===== src/rtl/spi_ram_arbiter_if.sv =====
// Signal bundle between spi_ram_arbiter and its SPI slave, host port and RAM.
// slave is the arbiter's view; master is the surrounding SPI/host/RAM side.
interface spi_ram_arbiter_if #(
    parameter int ADDR_SIZE = 8
);
    logic [9:0]           spi_rx_data;
    logic                 spi_rx_valid;
    logic [7:0]           spi_tx_data;
    logic                 spi_tx_valid;
    logic                 host_req;
    logic                 host_we;
    logic [ADDR_SIZE-1:0] host_addr;
    logic [7:0]           host_wdata;
    logic                 host_gnt;
    logic [7:0]           host_rdata;
    logic                 host_rvalid;
    logic                 ram_en;
    logic                 ram_we;
    logic [ADDR_SIZE-1:0] ram_addr;
    logic [7:0]           ram_wdata;
    logic [7:0]           ram_rdata;
    logic                 spi_ovf;

    modport slave (
        input  spi_rx_data, spi_rx_valid, host_req, host_we, host_addr, host_wdata, ram_rdata,
        output spi_tx_data, spi_tx_valid, host_gnt, host_rdata, host_rvalid,
               ram_en, ram_we, ram_addr, ram_wdata, spi_ovf
    );

    modport master (
        output spi_rx_data, spi_rx_valid, host_req, host_we, host_addr, host_wdata, ram_rdata,
        input  spi_tx_data, spi_tx_valid, host_gnt, host_rdata, host_rvalid,
               ram_en, ram_we, ram_addr, ram_wdata, spi_ovf
    );
endinterface


===== src/rtl/spi_ram_arbiter.sv =====
// SPI command decode and round-robin sharing of one single-port RAM between SPI and host.
// Optional feature: define SPI_RAM_ARB_AUTOINC_EN to post-increment SPI addresses per accepted access.
module spi_ram_arbiter #(
    parameter int ADDR_SIZE = 8,
    parameter int MEM_DEPTH = 256
) (
    input logic              clk,
    input logic              rst_n,
    spi_ram_arbiter_if.slave bus
);

    typedef enum logic [1:0] {IDLE, ISSUE, RESP} state_t;

    localparam logic [1:0] OP_LD_WR = 2'b00;
    localparam logic [1:0] OP_WR    = 2'b01;
    localparam logic [1:0] OP_LD_RD = 2'b10;
    localparam logic [1:0] OP_RD    = 2'b11;

    if (ADDR_SIZE > 8 || MEM_DEPTH != (1 << ADDR_SIZE)) begin : g_param_check
        $error("spi_ram_arbiter: ADDR_SIZE must be <= 8 and MEM_DEPTH must equal 2**ADDR_SIZE");
    end

    state_t               state, state_next;
    logic [1:0]           opcode;
    logic [7:0]           payload;
    logic [ADDR_SIZE-1:0] payload_addr;
    logic                 cmd_mem, cmd_accept, slot_full;
    logic                 grant_spi, grant_host;

    logic                 pend, pend_we;
    logic [ADDR_SIZE-1:0] pend_addr, wr_addr, rd_addr;
    logic [7:0]           pend_wdata;
    logic                 rr_last_host, owner_host;

    logic                 ram_en, ram_we, host_gnt, spi_tx_valid, host_rvalid, spi_ovf;
    logic [ADDR_SIZE-1:0] ram_addr;
    logic [7:0]           ram_wdata, spi_tx_data, host_rdata;

`ifdef SPI_RAM_ARB_AUTOINC_EN
    localparam logic [ADDR_SIZE-1:0] LAST_ADDR = ADDR_SIZE'(MEM_DEPTH - 1);

    function automatic logic [ADDR_SIZE-1:0] next_addr(input logic [ADDR_SIZE-1:0] a);
        return (a == LAST_ADDR) ? '0 : a + ADDR_SIZE'(1);
    endfunction
`endif

    assign opcode       = bus.spi_rx_data[9:8];
    assign payload      = bus.spi_rx_data[7:0];
    assign payload_addr = payload[ADDR_SIZE-1:0];

    // The slot only counts as full if it is not being handed to the RAM this same cycle.
    assign cmd_mem    = bus.spi_rx_valid && (opcode == OP_WR || opcode == OP_RD);
    assign slot_full  = pend && !grant_spi;
    assign cmd_accept = cmd_mem && !slot_full;

    always_comb begin
        // NOTE: every signal driven here gets a default first, so no latch is inferred.
        grant_spi  = 1'b0;
        grant_host = 1'b0;
        state_next = state;
        unique case (state)
            IDLE: begin
                grant_spi  = pend && (!bus.host_req || rr_last_host);
                grant_host = bus.host_req && !grant_spi;
                if (grant_spi || grant_host) state_next = ISSUE;
            end
            ISSUE:   state_next = ram_we ? IDLE : RESP;
            RESP:    state_next = IDLE;
            default: state_next = IDLE;
        endcase
    end

    // NOTE: sequential state is updated with non-blocking assignments only.
    always_ff @(posedge clk) begin
        if (!rst_n) state <= IDLE;
        else        state <= state_next;
    end

    always_ff @(posedge clk) begin
        if (!rst_n) begin
            pend         <= 1'b0;
            pend_we      <= 1'b0;
            pend_addr    <= '0;
            pend_wdata   <= '0;
            wr_addr      <= '0;
            rd_addr      <= '0;
            rr_last_host <= 1'b1;
            owner_host   <= 1'b0;
            ram_en       <= 1'b0;
            ram_we       <= 1'b0;
            ram_addr     <= '0;
            ram_wdata    <= '0;
            host_gnt     <= 1'b0;
            spi_tx_data  <= '0;
            spi_tx_valid <= 1'b0;
            host_rdata   <= '0;
            host_rvalid  <= 1'b0;
            spi_ovf      <= 1'b0;
        end else begin
            if (bus.spi_rx_valid) begin
                unique case (opcode)
                    OP_LD_WR: wr_addr <= payload_addr;
                    OP_LD_RD: rd_addr <= payload_addr;
                    default:  ;
                endcase
            end

            if (cmd_mem && slot_full) spi_ovf <= 1'b1;

            // The entry snapshots its address now; later address loads leave it alone.
            if (cmd_accept) begin
                pend_we    <= (opcode == OP_WR);
                pend_addr  <= (opcode == OP_WR) ? wr_addr : rd_addr;
                pend_wdata <= payload;
`ifdef SPI_RAM_ARB_AUTOINC_EN
                if (opcode == OP_WR) wr_addr <= next_addr(wr_addr);
                else                 rd_addr <= next_addr(rd_addr);
`endif
            end
            pend <= (pend && !grant_spi) || cmd_accept;

            ram_en       <= 1'b0;
            ram_we       <= 1'b0;
            host_gnt     <= 1'b0;
            spi_tx_valid <= 1'b0;
            host_rvalid  <= 1'b0;

            if (grant_spi || grant_host) begin
                ram_en       <= 1'b1;
                owner_host   <= grant_host;
                rr_last_host <= grant_host;
                host_gnt     <= grant_host;
                ram_we       <= grant_host ? bus.host_we    : pend_we;
                ram_addr     <= grant_host ? bus.host_addr  : pend_addr;
                ram_wdata    <= grant_host ? bus.host_wdata : pend_wdata;
            end

            if (state == RESP) begin
                if (owner_host) begin
                    host_rdata  <= bus.ram_rdata;
                    host_rvalid <= 1'b1;
                end else begin
                    spi_tx_data  <= bus.ram_rdata;
                    spi_tx_valid <= 1'b1;
                end
            end
        end
    end

    assign bus.ram_en       = ram_en;
    assign bus.ram_we       = ram_we;
    assign bus.ram_addr     = ram_addr;
    assign bus.ram_wdata    = ram_wdata;
    assign bus.host_gnt     = host_gnt;
    assign bus.host_rdata   = host_rdata;
    assign bus.host_rvalid  = host_rvalid;
    assign bus.spi_tx_data  = spi_tx_data;
    assign bus.spi_tx_valid = spi_tx_valid;
    assign bus.spi_ovf      = spi_ovf;

endmodule


===== src/flat_wrapper.sv =====
// flat-port wrapper written by rule: the top's interface ports become plain ports
module spi_ram_arbiter_flat 
#(
    parameter int ADDR_SIZE = 8,
    parameter int MEM_DEPTH = 256
)
  (clk, rst_n, bus_spi_rx_data, bus_spi_rx_valid, bus_host_req, bus_host_we, bus_host_addr, bus_host_wdata, bus_ram_rdata, bus_spi_tx_data, bus_spi_tx_valid, bus_host_gnt, bus_host_rdata, bus_host_rvalid, bus_ram_en, bus_ram_we, bus_ram_addr, bus_ram_wdata, bus_spi_ovf);
  spi_ram_arbiter_if #(.ADDR_SIZE(ADDR_SIZE)) bus_i ();
  input logic clk;
  input logic rst_n;
  input wire logic [$bits(bus_i.spi_rx_data)-1:0] bus_spi_rx_data;
  input wire logic [$bits(bus_i.spi_rx_valid)-1:0] bus_spi_rx_valid;
  input wire logic [$bits(bus_i.host_req)-1:0] bus_host_req;
  input wire logic [$bits(bus_i.host_we)-1:0] bus_host_we;
  input wire logic [$bits(bus_i.host_addr)-1:0] bus_host_addr;
  input wire logic [$bits(bus_i.host_wdata)-1:0] bus_host_wdata;
  input wire logic [$bits(bus_i.ram_rdata)-1:0] bus_ram_rdata;
  output wire logic [$bits(bus_i.spi_tx_data)-1:0] bus_spi_tx_data;
  output wire logic [$bits(bus_i.spi_tx_valid)-1:0] bus_spi_tx_valid;
  output wire logic [$bits(bus_i.host_gnt)-1:0] bus_host_gnt;
  output wire logic [$bits(bus_i.host_rdata)-1:0] bus_host_rdata;
  output wire logic [$bits(bus_i.host_rvalid)-1:0] bus_host_rvalid;
  output wire logic [$bits(bus_i.ram_en)-1:0] bus_ram_en;
  output wire logic [$bits(bus_i.ram_we)-1:0] bus_ram_we;
  output wire logic [$bits(bus_i.ram_addr)-1:0] bus_ram_addr;
  output wire logic [$bits(bus_i.ram_wdata)-1:0] bus_ram_wdata;
  output wire logic [$bits(bus_i.spi_ovf)-1:0] bus_spi_ovf;
  assign bus_i.spi_rx_data = bus_spi_rx_data;
  assign bus_i.spi_rx_valid = bus_spi_rx_valid;
  assign bus_i.host_req = bus_host_req;
  assign bus_i.host_we = bus_host_we;
  assign bus_i.host_addr = bus_host_addr;
  assign bus_i.host_wdata = bus_host_wdata;
  assign bus_i.ram_rdata = bus_ram_rdata;
  assign bus_spi_tx_data = bus_i.spi_tx_data;
  assign bus_spi_tx_valid = bus_i.spi_tx_valid;
  assign bus_host_gnt = bus_i.host_gnt;
  assign bus_host_rdata = bus_i.host_rdata;
  assign bus_host_rvalid = bus_i.host_rvalid;
  assign bus_ram_en = bus_i.ram_en;
  assign bus_ram_we = bus_i.ram_we;
  assign bus_ram_addr = bus_i.ram_addr;
  assign bus_ram_wdata = bus_i.ram_wdata;
  assign bus_spi_ovf = bus_i.spi_ovf;
  spi_ram_arbiter #(.ADDR_SIZE(ADDR_SIZE), .MEM_DEPTH(MEM_DEPTH)) u_core (.clk(clk), .rst_n(rst_n), .bus(bus_i));
endmodule

===== config.mk =====
export PLATFORM = sky130hd
export DESIGN_NAME = spi_ram_arbiter_flat
export DESIGN_NICKNAME = d
export VERILOG_FILES = /design/src/rtl/spi_ram_arbiter_if.sv /design/src/rtl/spi_ram_arbiter.sv /design/src/flat_wrapper.sv
export SDC_FILE = /design/constraint.sdc
export NUM_CORES = 1
export LEC_CHECK = 0
export ABC_AREA = 1
export CAP_MARGIN = 40
export CORE_MARGIN = 2
export CORE_UTILIZATION = 52
export DETAILED_ROUTE_END_ITERATION = 12
export GPL_TIMING_DRIVEN = 0
export PLACE_DENSITY = 0.82
export SLEW_MARGIN = 20
export SYNTH_ARGS = -nofsm -noshare
export SYNTH_HDL_FRONTEND = slang
export SYNTH_SLANG_ARGS = --single-unit

===== constraint.sdc =====
create_clock -name clk -period 1.7 [get_ports clk]
set_input_delay 0.34 -clock clk [delete_from_list [all_inputs] [get_ports clk]]
set_output_delay 0.34 -clock clk [all_outputs]
set_load 0.01 [all_outputs]

==> results.py, run 1 <==
metrics = {
    "yosys": {
        "synth_top_area_share_pct": 49.5,
        "syn_inst": 412,
        "synth_area_per_cell_sq_um": 7.46,
        "synthFlopType": "dfxtp_1",
        "yosysWarningCount": 0,
        "synth_fp_nets": 451,
        "synth_edf_count": 0,
        "synth.most_common_cell": "nand2_1",
        "syn_area_sq_um": 3070,
        "async_reset_ff_share_pct": 0,
        "synthDistinctLibCells": 23,
        "synth_top_cells_by_count": "91 x nand2_1, 76 x dfxtp_1, 64 x nor2_1, 46 x inv_1, 44 x o21ai_0",
        "synth-seq-cells": 76,
        "synth_area_leaders": "dfxtp_1 49%, nand2_1 11%, nor2_1 7.8%",
        "yosysTopAreaCell": "dfxtp_1",
        "ys_seq_area_share_pct": 49.5,
    },
    "global_routing": {
        "grt_max_degree": 13,
        "grt_pass1_vias": 2739,
        "antenna_found_initial": 0,
        "overflow": 0,
        "grt_usage_pct": 24.3,
        "grt_pass1_wl_microns": 12200,
    },
    "worst_setup_path": {
        "critPathMaxFanout": 2,
        "crit_type": "register to output pin",
        "critPathTopFamily": "buffers and inverters",
        "rr_startpoint": "u_core.state[1]",
        "crit_chain": "clkdlybuf4s50_1",
        "arrival_ps": 1250,
        "crit_buf_inv": 1,
        "crit_start": "u_core.bus.ram_addr[4]",
        "crit_required_ps": 1360,
        "cpPeakStageDelay_ps": 540,
        "slowest_stage": "clkdlybuf4s50_1",
        "critPathLaunchType": "register",
        "end_kind": "output pin",
    },
    "floorplan": {
        "io_pins": 77,
        "placementRows": 28,
        "die_w_microns": 80.9,
        "die_h_microns": 80.9,
        "fp.dieArea_sq_um": 6540,
        "core_area_sq_um": 5820,
        "start_util_pct": 52.9,
    },
    "clocking": {
        "cts_num_sinks": 76,
        "path_clk_slew_ps": 80,
        "cts_setup_buffers": 0,
        "cts_tree": "built",
        "clk_latency_ps": 350,
        "numCtsBuffers": 9,
        "clock-root-buffer": "clkbuf_8",
        "postCtsHoldBufs": 0,
        "cts_max_level": 3,
        "cts_resized": 0,
        "clk_path_buf_depth": 2,
    },
    "pwr": {
        "vdd_ir_drop_max_mv": 0.476,
        "power.total_mw": 4.08,
        "powerDensity_nw_per_um2": 985,
        "leakagePower_nw": 1.73,
    },
    "sta": {
        "fin_crit_ps": 1590,
        "tightest_slew_ps": 442,
        "fin_crit_sh_pct": 93.4,
        "setup_viol": 0,
        "max_slew_margin_pct": 70.6,
        "fmax_ghz": 0.630,
        "hold_viol": 0,
        "rsz0062_at_grt": "no",
        "drv_slew": 0,
        "hold_ws_ps": 436,
        "finClkSkew_ps": 5.46,
    },
    "place": {
        "port-buffer-count": 76,
        "dp_hpwl_microns": 5150,
        "gp_congestion": 0.846,
        "dp_cells": 563,
    },
    "detailed_routing": {
        "drt_wl_total_microns": 7270,
        "drtIter0Drc": 121,
        "vias": 2868,
        "firstDrtPassIters": 4,
        "wl_per_cell_microns": 12.6,
        "via_per_inst": 4.95,
        "drc_errors": 0,
        "ant_nets": 0,
    },
    "finish": {
        "nFillCells": 488,
        "layout.nets": 538,
        "diodes": 0,
        "fin_util_pct": 71.3,
        "fin_cells": 579,
        "drive_gt1_share_pct": 9.52,
        "synthToLayoutAreaGrowth_pct": 34.8,
        "multi_input_area_sq_um": 1260,
        "register_area_sq_um": 1520,
    },
    "worst_hold_path": {
        "hold_class": "register to register",
        "holdCritStartpoint": "u_core.bus.ram_we",
    },
    "status": {
        "status": "finished clean",
    },
    "run": {
        "cap_violations": 0,
    },
}
[kinds of logic after synthesis]
logic type / count (synthesis) / share of synthesized area (%)
AO/OA/AOI/OAI: 92 / 16.6
buffers and inverters: 67 / 9.44
flip-flops: 76 / 49.5
AND/OR/NAND/NOR: 177 / 24.5
[final timing paths]
path                            slack, ps  depth (start not counted)                        to
worst max-delay path                  110                          1           bus_ram_addr[4]
worst min-delay path                  440                          1           u_core.state[1]
worst max register to register        390                          4  u_core.bus.host_rdata[7]
worst min register to register        440                          1           u_core.state[1]
[cell type report]
type	count	share of cell area (%)
sequential	76	36.7
inverter	49	4.44
clock buffer	11	3.41
timing repair buffer	76	18.4
multi-input combinational	269	30.5
buffer	18	2.57
clock inverter	5	1.81
tap	75	2.26
[metrics by stage]
step           cell area (sq um)  setup WS, ps  TNS (ps)
2_1_floorplan               3070           594         0
3_3_place_gp                3930         -87.3     -1060
3_5_place_dp                3930         -81.1     -1500
4_1_cts                     4150          98.1         0
5_1_grt                     4150          45.5         0
6_report                    4150           112         0
[cell usage in the layout (no fill, tap or decap)]
cell,count
buf_6,2
buf_4,4
o21ai_1,1
inv_2,3
nor2_8,1
nor4_1,1
dfxtp_1,76
inv_1,46
a21oi_1,35
o211ai_1,1
clkbuf_1,6
buf_2,7
o21a_1,1
nand2_1,91
clkdlybuf4s50_1,76
nand3b_1,9
nor2_4,2
clkbuf_8,10
bufinv_16,2
nand3_2,1
nand3_1,5
nand2_2,3
nor2_1,64
clkinv_2,3
o21ai_2,9
o21ai_4,1
o21ai_0,44
[report_power, final]
group          total, mW  switching [mW]  internal, mW
combinational      0.626           0.326         0.300
clock               1.52           0.656         0.860
sequential          1.94          0.0514          1.89
[metal layers]
metal  wire length [microns]  track usage (%)  vias up
li1                        -                -     1463
met1                    3210             29.3     1291
met2                    3480             40.3       90
met3                     367             4.67       24
met4                     211             14.2        0
met5                       0                0        -
[state kept, by name (all words and copies together) (netlist names)]
| name | cells |
|---|---|
| u_core.bus.host_rdata | 8 |
| u_core.bus.ram_addr | 8 |
| u_core.bus.ram_wdata | 8 |
| u_core.bus.spi_tx_data | 8 |
| u_core.pend_addr | 8 |
| u_core.pend_wdata | 8 |
| u_core.rd_addr | 8 |
| u_core.wr_addr | 8 |
| u_core.state | 2 |
| u_core.bus.host_gnt | 1 |
| u_core.bus.host_rvalid | 1 |
| u_core.bus.ram_en | 1 |
| u_core.bus.ram_we | 1 |
| u_core.bus.spi_ovf | 1 |
| u_core.bus.spi_tx_valid | 1 |
| u_core.owner_host | 1 |
| u_core.pend | 1 |
| u_core.pend_we | 1 |
| u_core.rr_last_host | 1 |
Power figures use the tool's default switching activity.
==> inputs of run 2 (changes only) <==
CORE_UTILIZATION = 50   (was 52)
PLACE_DENSITY = 0.79   (was 0.82)
==> results.py, run 2 (synthesized netlist as in run 1, its figures left out) <==
metrics = {
    "status": {
        "status": "finished clean",
    },
    "sta": {
        "setup_tns_ps": 0,
        "rsz0062_at_grt": "no",
        "max_slew_margin_pct": 68.9,
        "finClkSkew_ps": 8.23,
        "setup_viol": 0,
        "fin_crit_sh_pct": 93.5,
        "drv_slew": 0,
        "fmax_ghz": 0.629,
        "setup_ws_ps": 110,
        "hold_ws_ps": 438,
        "fin_crit_ps": 1590,
        "tightest_slew_ps": 467,
        "hold_viol": 0,
    },
    "detailed_routing": {
        "drtIter0Drc": 147,
        "ant_nets": 0,
        "wl_per_cell_microns": 12.5,
        "via_per_inst": 4.84,
        "firstDrtPassIters": 4,
        "drt_wl_total_microns": 7220,
        "vias": 2801,
        "drc_errors": 0,
    },
    "global_routing": {
        "grt_usage_pct": 22.8,
        "grt_max_degree": 13,
        "grt_pass1_vias": 2590,
        "overflow": 0,
        "gr-usage-met2_pct": 37.7,
        "use_met3_pct": 4.46,
        "antenna_found_initial": 0,
        "grt_pass1_wl_microns": 11600,
        "grtUsageMet1_pct": 27.4,
        "busiest_layer": "met2",
    },
    "worst_setup_path": {
        "cp.depth": 1,
        "crit_required_ps": 1360,
        "critPathLaunchType": "register",
        "crit_buf_inv": 1,
        "arrival_ps": 1250,
        "r2r_cells": 4,
        "critPathMaxFanout": 2,
        "crit_type": "register to output pin",
        "crit_chain": "clkdlybuf4s50_1",
        "slowest_stage": "clkdlybuf4s50_1",
        "cpPeakStageDelay_ps": 550,
        "critPathTopFamily": "buffers and inverters",
        "end_kind": "output pin",
    },
    "floorplan": {
        "die_w_microns": 82.4,
        "fp.dieArea_sq_um": 6790,
        "start_util_pct": 51.9,
        "die_h_microns": 82.4,
        "core_area_sq_um": 5920,
        "placementRows": 28,
        "io_pins": 77,
    },
    "finish": {
        "drive_gt1_share_pct": 9.33,
        "final_cell_mix": "91 x nand2_1, 76 x clkdlybuf4s50_1, 76 x dfxtp_1",
        "finish.instance_area_sq_um": 4150,
        "fin_cells": 579,
        "layout.nets": 538,
        "fin_util_pct": 70.0,
        "final_common_cell": "nand2_1",
        "diodes": 0,
        "synthToLayoutAreaGrowth_pct": 34.9,
    },
    "worst_hold_path": {
        "holdPathStages": 1,
        "hold_class": "register to register",
    },
    "clocking": {
        "cts_setup_buffers": 0,
        "cts_num_sinks": 76,
        "cts_max_level": 3,
        "numCtsBuffers": 9,
        "path_clk_slew_ps": 80,
        "cts_tree": "built",
        "clock-root-buffer": "clkbuf_8",
        "postCtsHoldBufs": 0,
        "clk_latency_ps": 360,
        "cts_resized": 0,
        "clk_path_buf_depth": 2,
    },
    "place": {
        "port-buffer-count": 76,
        "dp_cells": 563,
        "gp_congestion": 0.850,
        "pre_cts_slack_ps": -110,
        "dpl_cell_area_sq_um": 3930,
        "dp_hpwl_microns": 5260,
    },
    "pwr": {
        "power.total_mw": 4.07,
        "vdd_ir_drop_max_mv": 0.525,
        "powerDensity_nw_per_um2": 981,
        "leakagePower_nw": 1.72,
    },
    "run": {
        "cap_violations": 0,
    },
}
==> run 2: changes by cell type in the layout (fill, tap and decap cells not counted) <==
cell        previous run  this run
clkinvlp_4             0         1
clkinv_2               3         1
clkbuf_1               6         7
==> run 2: final cells by class <==
type	instances	area, sq um
clock inverters	4	72.6
flip-flops and latches	76	1520
clock buffers	12	145
plain buffers	18	106
inverters	49	184
repair buffers	76	761
fillers	492	1770
well taps	75	93.8
multi-input cells	269	1260
==> run 2: final timing paths <==
| path | from | to | slack, ps |
|---|---|---|---|
| worst min-delay path | u_core.bus.ram_we | u_core.state[1] | 440 |
| worst max register to register | u_core.state[1] | u_core.bus.spi_tx_data[4] | 400 |
| worst max-delay path | u_core.bus.ram_addr[1] | bus_ram_addr[1] | 110 |
| worst min register to register | u_core.bus.ram_we | u_core.state[1] | 440 |
==> run 2: worst register-to-register path, cell delays in order, from the launching register on <==
cell	delay [ps]
dfxtp_1	430
nand3b_1	290
buf_4	280
o21ai_0	150
a21oi_1	60
==> run 2: layer usage <==
layer / up-vias / routed length (microns)
li1: 1466 / -
met1: 1247 / 3160
met2: 69 / 3510
met3: 19 / 328
met4: 0 / 218
met5: - / 0
==> run 2: where the power goes <==
group,internal [mW],switching (mW)
Sequential,1.89,0.0538
Clock,0.865,0.638
Combinational,0.300,0.321
Total,3.05,1.01
==> inputs of run 3 (changes only) <==
CTS_BUF_LIST = sky130_fd_sc_hd__clkbuf_8   (was default)
clock period = 1.9 ns   (was 1.7 ns; I/O delays follow)
==> results.py, run 3 (synthesized netlist as in run 1, its figures left out) <==
metrics = {
    "worst_setup_path": {
        "critPathTopFamily": "buffers and inverters",
        "critPathLaunchType": "register",
        "r2r_setup_slack_ps": 580,
        "arrival_ps": 1250,
        "crit_type": "register to output pin",
        "crit_buf_inv": 1,
        "critPathMaxFanout": 2,
        "slowest_stage": "clkdlybuf4s50_1",
        "cpPeakStageDelay_ps": 550,
        "end_kind": "output pin",
        "crit_chain": "clkdlybuf4s50_1",
        "crit_required_ps": 1520,
    },
    "clocking": {
        "cts_max_level": 3,
        "cts_tree": "built",
        "clk_path_buf_depth": 2,
        "numCtsBuffers": 9,
        "cts_setup_buffers": 0,
        "path_clk_slew_ps": 80,
        "postCtsHoldBufs": 0,
        "cts_num_sinks": 76,
        "clk_latency_ps": 360,
        "clock-root-buffer": "clkbuf_8",
        "cts_resized": 0,
    },
    "sta": {
        "fmax_ghz": 0.614,
        "fin_crit_sh_pct": 85.7,
        "setup_tns_ps": 0,
        "hold_viol": 0,
        "drv_slew": 0,
        "finClkSkew_ps": 8.33,
        "rsz0062_at_grt": "no",
        "fin_crit_ps": 1630,
        "tightest_slew_ps": 466,
        "max_slew_margin_pct": 68.9,
        "setup_viol": 0,
    },
    "detailed_routing": {
        "drt_wl_total_microns": 7220,
        "wl_per_cell_microns": 12.5,
        "drc_errors": 0,
        "firstDrtPassIters": 5,
        "ant_nets": 0,
        "via_per_inst": 4.84,
        "drtIter0Drc": 143,
        "vias": 2802,
    },
    "finish": {
        "final_cell_mix": "91 x nand2_1, 76 x clkdlybuf4s50_1, 76 x dfxtp_1",
        "diodes": 0,
        "nFillCells": 492,
        "synthToLayoutAreaGrowth_pct": 34.9,
        "layout.nets": 538,
        "final_common_cell": "nand2_1",
        "drive_gt1_share_pct": 9.33,
        "finish.instance_area_sq_um": 4150,
    },
    "global_routing": {
        "grt_pass1_wl_microns": 11600,
        "antenna_found_initial": 0,
        "grt_max_degree": 13,
        "grt_usage_pct": 22.8,
        "grt_pass1_vias": 2590,
        "overflow": 0,
    },
    "floorplan": {
        "io_pins": 77,
        "die_h_microns": 82.4,
        "die_w_microns": 82.4,
        "fp.dieArea_sq_um": 6790,
        "placementRows": 28,
        "start_util_pct": 51.9,
        "core_area_sq_um": 5920,
    },
    "place": {
        "port-buffer-count": 76,
        "dp_hpwl_microns": 5260,
        "gp_congestion": 0.850,
        "dpl_cell_area_sq_um": 3930,
    },
    "worst_hold_path": {
        "hold_class": "register to register",
    },
    "pwr": {
        "vdd_ir_drop_max_mv": 0.471,
        "powerDensity_nw_per_um2": 875,
        "leakagePower_nw": 1.73,
    },
    "status": {
        "status": "finished clean",
    },
    "run": {
        "cap_violations": 0,
    },
}
[run 3: final timing paths]
kind	start	to	depth (start not counted)
max	u_core.bus.ram_addr[1]	bus_ram_addr[1]	1
min	u_core.bus.ram_we	u_core.state[1]	1
max reg2reg	u_core.state[1]	u_core.bus.spi_tx_data[4]	4
min reg2reg	u_core.bus.ram_we	u_core.state[1]	1
[run 3: final cells by class]
| cell class | count | area (sq um) | area share, % |
|---|---|---|---|
| clock inverter | 6 | 80.1 | 1.93 |
| tap | 75 | 93.8 | 2.26 |
| clock buffer | 10 | 138 | 3.32 |
| inverter | 49 | 184 | 4.44 |
| buffer | 18 | 106 | 2.56 |
| timing repair buffer | 76 | 761 | 18.3 |
| sequential | 76 | 1520 | 36.7 |
| multi-input combinational | 269 | 1260 | 30.4 |
[run 3: worst reg2reg max path, cell delays in order, from the launching register on]
cell	delay [ps]
dfxtp_1	430
nand3b_1	300
buf_4	280
o21ai_0	150
a21oi_1	60
[run 3: report_power, final]
part	switching, mW	total [mW]	internal (mW)
clock	0.571	1.33	0.763
sequential	0.0481	1.74	1.69
combinational	0.287	0.556	0.268
[run 3: metrics by stage]
stage / instances / util [%] / hold WS (ps) / power, mW / setup WS (ps)
finish: 579 / 70.0 / 438 / 3.63 / 271
floorplan: 412 / - / 425 / 2.07 / 764
detailed placement: 563 / 66.4 / 431 / 2.33 / 50.2
CTS: 579 / 70.0 / 441 / 3.65 / 261
global route: 579 / 70.0 / 448 / 3.79 / 225
global placement: 563 / 66.4 / 426 / 2.31 / 69.8
[run 3: metal layers]
layer	vias up	global-route usage, %	share of wire (%)
met4	0	13.7	3.0
li1	1467	-	-
met2	69	37.7	49
met3	19	4.46	4.7
met5	-	0	0
met1	1247	27.4	44
